`src/rtl/arc4_pkg.sv`:
```
// arc4_pkg: shared types and sizes for the ARC4 datapath stages.
package arc4_pkg;
   typedef enum logic {IDLE, WRITE} state_t;
   localparam int S_DEPTH = 256;
   localparam int DATA_W_DEF = 8;
endpackage

```
`src/rtl/init.sv`:
```
// init: sweeps S[i] = i for every address of the S memory on request.
module init
   import arc4_pkg::*;
#(
   parameter int DATA_W = DATA_W_DEF
) (
   input  logic              clk,
   input  logic              rst_n,
   input  logic              en,
   output logic              rdy,
   output logic [DATA_W-1:0] addr,
   output logic [DATA_W-1:0] wrdata,
   output logic              wren
);
   localparam logic [DATA_W-1:0] LAST = '1;
   state_t            r_state;
   logic              r_rdy;
   logic              r_wren;
   logic [DATA_W-1:0] r_addr;
   logic [DATA_W-1:0] r_wrdata;
   // rst_n is active-high; terminal-count compare keeps the last write from wrapping to 0
   always_ff @(posedge clk or posedge rst_n) begin
      if (rst_n) begin
         r_state  <= IDLE;
         r_rdy    <= 1'b1;
         r_wren   <= 1'b0;
         r_addr   <= '0;
         r_wrdata <= '0;
      end else if (r_state == IDLE) begin
         if (en) begin
            r_state  <= WRITE;
            r_rdy    <= 1'b0;
            r_wren   <= 1'b1;
            r_addr   <= '0;
            r_wrdata <= '0;
         end
      end else if (r_addr == LAST) begin
         r_state  <= IDLE;
         r_rdy    <= 1'b1;
         r_wren   <= 1'b0;
         r_addr   <= '0;
         r_wrdata <= '0;
      end else begin
         r_addr   <= r_addr + 1'b1;
         r_wrdata <= r_addr + 1'b1;
      end
   end
   assign rdy    = r_rdy;
   assign wren   = r_wren;
   assign addr   = r_addr;
   assign wrdata = r_wrdata;
endmodule

```
`config.mk`:
```
export PLATFORM = sky130hd
export DESIGN_NAME = init
export DESIGN_NICKNAME = d
export VERILOG_FILES = /design/src/rtl/arc4_pkg.sv /design/src/rtl/init.sv
export SDC_FILE = /design/constraint.sdc
export NUM_CORES = 1
export LEC_CHECK = 0
export BUFFER_PORTS_ARGS = -buffer_cell sky130_fd_sc_hd__buf_2
export CAP_MARGIN = 10
export CORE_AREA = 2 2 39 41
export DETAILED_ROUTE_END_ITERATION = 12
export DIE_AREA = 0 0 41 43
export GPL_ROUTABILITY_DRIVEN = 0
export PLACE_DENSITY_LB_ADDON = 0.15
export SYNTH_ARGS = -nofsm -noshare
export SYNTH_HDL_FRONTEND = slang
export SYNTH_SLANG_ARGS = --single-unit
export TNS_END_PERCENT = 10
```
`constraint.sdc`:
```
create_clock -name clk -period 2.75 [get_ports clk]
set_input_delay 0.275 -clock clk [delete_from_list [all_inputs] [get_ports clk]]
set_output_delay 0.275 -clock clk [all_outputs]
set_load 0.05 [all_outputs]
```
==> results of run 1 <==
-- cell families after synthesis --
kind of cell / after synthesis / synth area share (%)
compound gates: 20 / 21.8
flops: 11 / 44.9
fa+ha+maj: 1 / 2.03
simple gates: 22 / 16.9
xor+xnor: 1 / 1.42
buf+inv: 13 / 13.0
-- cells in the mapped netlist, drive strengths merged (3+ instances only) --
cell type,number
buf,9
dfrtp,10
nand3,5
nand2,9
a21oi,4
nor2,3
inv,3
o21ai,6
-- metal layers --
| metal | wire length [µm] | global-route usage, % | part of all wire, % | vias to the layer above |
|---|---|---|---|---|
| met1 | 550 | 23.6 | 44 | 257 |
| met4 | 37 | 12.0 | 2.9 | 0 |
| li1 | - | - | - | 269 |
| met5 | 0 | 0 | 0 | - |
| met2 | 596 | 22.8 | 47 | 23 |
| met3 | 79 | 4.71 | 6.3 | 5 |
-- layout make-up --
type,instances,area [µm²],share of cell area (%)
repair buffers,20,100,14.4
multi-input cells,44,259,37.2
clock buffers,4,26.3,3.77
well taps,16,20.0,2.87
flip-flops and latches,11,277,39.7
inverters,4,15.0,2.15
-- worst min path at each step --
stage	end	slack, ns	depth (start not counted)
floorplan	r_state$_DFF_PP0_	0.13	1
global placement	wrdata[5]$_DFFE_PP0P_	0.30	2
detailed placement	wrdata[5]$_DFFE_PP0P_	0.30	2
CTS	wrdata[5]$_DFFE_PP0P_	0.005	2
global route	wrdata[5]$_DFFE_PP0P_	0.04	2
finish	wrdata[7]$_DFFE_PP0P_	-0.02	2
-- state kept, by name, indices dropped and copies added, names as in the netlist --
signal and cells:
wrdata 8, r_state 1, rdy 1, wren 1
-- power by group through the flow --
stage | Combinational, mW | Sequential [mW] | Clock [mW]
2_1_floorplan | 0.266 | 0.391 | 0
6_report | 0.436 | 0.263 | 0.114
3_3_place_gp | 0.437 | 0.265 | 0
5_1_grt | 0.459 | 0.274 | 0.122
4_1_cts | 0.439 | 0.265 | 0.115
3_5_place_dp | 0.437 | 0.269 | 0
-- critical path, stage by stage, from the launching register on --
cell	delay, ns
dfrtp_1	0.56
clkinv_1	0.33
o41ai_1	0.47
o21bai_1	0.17
-- layout by cell type, fill, tap and decap left out, drive strengths merged --
master and instances:
a22o 1, ha 1, inv 3, nor2 3, clkinv 1, o22ai 1
or3 1, o31ai 1, o211a 1, clkbuf 4, a311o 1, dfrtp 10
o41ai 1, nand4 1, o21bai 1, a21oi 4, o32ai 1, o21ai 6
o211ai 1, a211o 1, or3b 1, nor2b 1, xor2 1, nand2 9
nand3 5, buf 20, nor4 1, dfstp 1
==> metrics.cfg, run 1 <==
[floorplanning]
core_um2=1380
io_pins=21
start_util_pct=44.5
die_y_um=43
die_area_um2=1760
die-width_um=41
num_rows=14

[flow_run]
drv_cap=0

[power_and_ir_drop]
ir_worst_vdd_v=0.000506
clkPwrFrac_pct=14.0
p_total_mw=0.812
power.switching_mw=0.465
p_int_mw=0.348
powerDensity_nw_per_um2=1170
switching_share_pct=57.2
p_seq_share_pct=32.4
p_comb_share_pct=53.6
power.leakage_nw=0.319

[placed_design]
post-dp-hpwl_um=914
pre_cts_ws_ns=1.20
port_buffers=20
dpl_cell_area_um2=671
dp_cells=95

[global_route]
grt_pass1_wl_um=1980
antenna_found_initial=0
grt-ovfl-total=0
grt_use_total_pct=17.3
grt_pass1_vias=442
grt_start_max_net_pins=14

[drt]
drtAntennaViolNets=0
first_pass_iters=4
drt-wirelength-per-cell_um=12.8
drc=0
drt_iter0_drc=11
wl_um=1260
vias_per_cell=5.60
vias=554

[logic_synthesis]
synth_nets=72
ys_async_sr_fraction_pct=100
synthFlopType=dfrtp_1
synth_cells=68
syn_area_um2=616
synth_cell_type_count=28
synth_edf_count=0
synth_top_area_share_pct=40.7
yosys_warnings=0
yosys_register_bits=11
synth_area_per_cell_um2=9.05
synth.area.top_cells=dfrtp_1 (41%), buf_4 (9.8%), nand2_1 (5.5%)
synth_top_cell_by_area=dfrtp_1
seq_area_frac_synth_pct=44.9

[setup_path]
cp.required_ns=2.95
r2r-end=wrdata[7]$_DFFE_PP0P_
r2r_slack_ns=1.13
crit_arrival_ns=1.81
rr_worst_depth=3
crit_end=wrdata[7]$_DFFE_PP0P_
end_kind=register
r2r-start=r_state$_DFF_PP0_
critPathMaxFanout=13
crit_path_start=r_state$_DFF_PP0_
critical_path_class=register to register
worstSetupStartpointType=register

[sta]
fin_crit_sh_pct=58.8
relSlewSlack_pct=71.1
skew_ns=0.00270
timing.final.ws_setup_ns=1.13
worst_slew_pin_slew_ns=0.433
clock.fmax_mhz=619
setup_viol=0
drv_slew=0
fin_tns_setup_ns=0
whs_ns=-0.0168
hold_viol_final=10
rsz0062_at_grt=no
finalCriticalPeriod_ns=1.62

[worst_hold_path]
worst_hold_path_type=input pin to async pin

[clock_tree]
clk_pin_slew_worst_paths_ns=0.07
cts.sinks=11
cts_post_setup_buffers_inserted=0
cts_tree=done
cts-root-buf=clkbuf_4
holdBufCountCts=0
clockBufferDepth=2
cts_made_buffers=3
clk_latency_ns=0.27
cts_resized=0
htree_levels=1

[finish]
final_area_um2=697
utilization_pct=50.4
nFillCells=145
drive_gt1_share_pct=30.1
diodes=0
nNetsFinal=88
syn_to_final_growth_pct=13.2
fin_cells=99

[outcome]
violations=negative hold slack
outcome=finished with violations

Power figures use the tool's default switching activity.
==> inputs of run 2 (changes only) <==
Settings changed: CORE_AREA 2 2 39 41 to default, CORE_UTILIZATION from default to 42, DIE_AREA 0 0 41 43 to default.
Clock period 2.75 ns to 1.4 ns, I/O delays scaled along.
==> run 2 against run 1 <==
Net effect:
- the flow now finishes without violations
- clock skew shrank 0.0013 ns
- worst hold slack better by 0.17 ns
- critical path depth unchanged
- non-clock buffer count is 4 higher
- combinational power rose by 100%
- final area is 7.9% higher
- total power increased by 100%
- sequential power increased by 110%
==> metrics.cfg, run 2 (synthesis gave the netlist of run 1 again) <==
[setup_path]
critPathBufInv=0
critical_path_class=register to register
cp_cell_sequence=nand4_1, o41ai_1, o21bai_1
end_kind=register
r2r-end=wrdata[7]$_DFFE_PP0P_
cp.required_ns=1.59
crit_arrival_ns=1.45
r2r_slack_ns=0.14
critPathMaxFanout=7
worstSetupStartpointType=register
critPathMaxStageDelay_ns=0.42
r2r-start=wrdata[4]$_DFFE_PP0P_
crit_family=compound AO/OA/AOI/OAI gates
slowest_stage=dfrtp_2
rr_worst_depth=3

[power_and_ir_drop]
p_int_mw=0.715
p_comb_share_pct=53.6
ir_worst_vdd_v=0.00102
p_seq_share_pct=33.2
power.leakage_nw=0.330
clkPwrFrac_pct=13.2
switching_share_pct=56.3
powerDensity_nw_per_um2=2180
power.switching_mw=0.920
p_total_mw=1.64

[finish]
syn_to_final_growth_pct=22.2
multi_input_area_um2=274
seqCellArea_um2=285
nNetsFinal=92
final_cell_mix=buf_2 (20), nand2_1 (8), dfrtp_2 (7)
final_area_um2=752
drive_gt1_share_pct=42.5
largest_reg_flops=8
layout_commonest_cell=buf_2
nFillCells=129
diodes=0
utilization_pct=56.4

[floorplanning]
num_rows=13
io_pins=21
die-width_um=40.3
die_y_um=40.3
core_um2=1330
start_util_pct=46.2
die_area_um2=1620

[clock_tree]
htree_levels=1
cts_made_buffers=3
cts-root-buf=clkbuf_4
cts_resized=0
cts.sinks=11
cts_tree=done
holdBufCountCts=1
clockBufferDepth=2
clk_latency_ns=0.26
cts_post_setup_buffers_inserted=0
clk_pin_slew_worst_paths_ns=0.07

[drt]
vias_per_cell=5.56
drt_iter0_drc=15
drc=0
vias=567
first_pass_iters=4
drt-wirelength-per-cell_um=12.6
drtAntennaViolNets=0
wl_um=1290

[sta]
fin_crit_sh_pct=89.8
skew_ns=0.00136
worst_slew_pin_slew_ns=0.413
finalCriticalPeriod_ns=1.26
clock.fmax_mhz=796
rsz0062_at_grt=no
relSlewSlack_pct=72.4
setup_viol=0
drv_slew=0
hold_viol_final=0

[global_route]
grt_start_max_net_pins=12
grt_pass1_wl_um=2080
grt_pass1_vias=452
grt_use_total_pct=20.0
grt-ovfl-total=0
antenna_found_initial=0

[outcome]
outcome=completed

[placed_design]
dpl_cell_area_um2=716
port_buffers=20
post-dp-hpwl_um=911

[flow_run]
drv_cap=0

[worst_hold_path]
min_to=wrdata[5]$_DFFE_PP0P_
min-delay-start=en
worst_hold_path_type=input pin to register
hold_depth=2

## run 2: area by class of cell
| cell class | count | area share, % |
|---|---|---|
| timing repair buffer | 24 | 17.6 |
| clock buffer | 4 | 3.49 |
| inverter | 4 | 2.00 |
| sequential | 11 | 37.9 |
| tap | 15 | 2.50 |
| multi-input combinational | 44 | 36.4 |
## run 2: worst max-delay path by stage
stage	start	end	slack (ns)	cells after the start
2_1_floorplan	wrdata[0]$_DFFE_PP0P_	wrdata[6]$_DFFE_PP0P_	-0.02	4
3_3_place_gp	wrdata[4]$_DFFE_PP0P_	wrdata[7]$_DFFE_PP0P_	0.17	3
3_5_place_dp	wrdata[0]$_DFFE_PP0P_	wrdata[6]$_DFFE_PP0P_	0.15	4
4_1_cts	wrdata[0]$_DFFE_PP0P_	wrdata[6]$_DFFE_PP0P_	0.14	4
5_1_grt	wrdata[0]$_DFFE_PP0P_	wrdata[4]$_DFFE_PP0P_	0.03	4
6_report	wrdata[4]$_DFFE_PP0P_	wrdata[7]$_DFFE_PP0P_	0.14	3
## run 2: power by group through the flow
stage / registers (mW) / clock network [mW] / logic (mW)
2_1_floorplan: 0.796 / 0 / 0.537
3_3_place_gp: 0.549 / 0 / 0.877
3_5_place_dp: 0.553 / 0 / 0.877
4_1_cts: 0.547 / 0.223 / 0.881
5_1_grt: 0.566 / 0.240 / 0.942
6_report: 0.544 / 0.216 / 0.876
## run 2: worst register-to-register path, delay by kind of cell (launching register included)
kind	cells	cell delay, ns
compound gates	2	0.52
simple gates	1	0.24
flops	1	0.42
## run 2: per-stage QoR
stage | setup WS (ns) | TNS, ns | instances | hold WS (ns)
6_report | 0.143 | 0 | 102 | 0.154
5_1_grt | 0.0340 | 0 | 102 | 0.182
4_1_cts | 0.142 | 0 | 102 | 0.144
3_5_place_dp | 0.154 | 0 | 97 | 0.156
3_3_place_gp | 0.166 | 0 | 97 | 0.155
2_1_floorplan | -0.0166 | -0.0280 | 68 | -0.00875
## run 2: routing by layer
metal  GRT usage, %  vias up  part of all wire [%]  routed length, µm
met5              0        -                     0                  0
met4           7.50        0                     0                  0
met3           5.00        0                   4.7                 60
met2           29.4       19                    45                576
met1           28.2      272                    51                650
li1               -      276                     -                  -
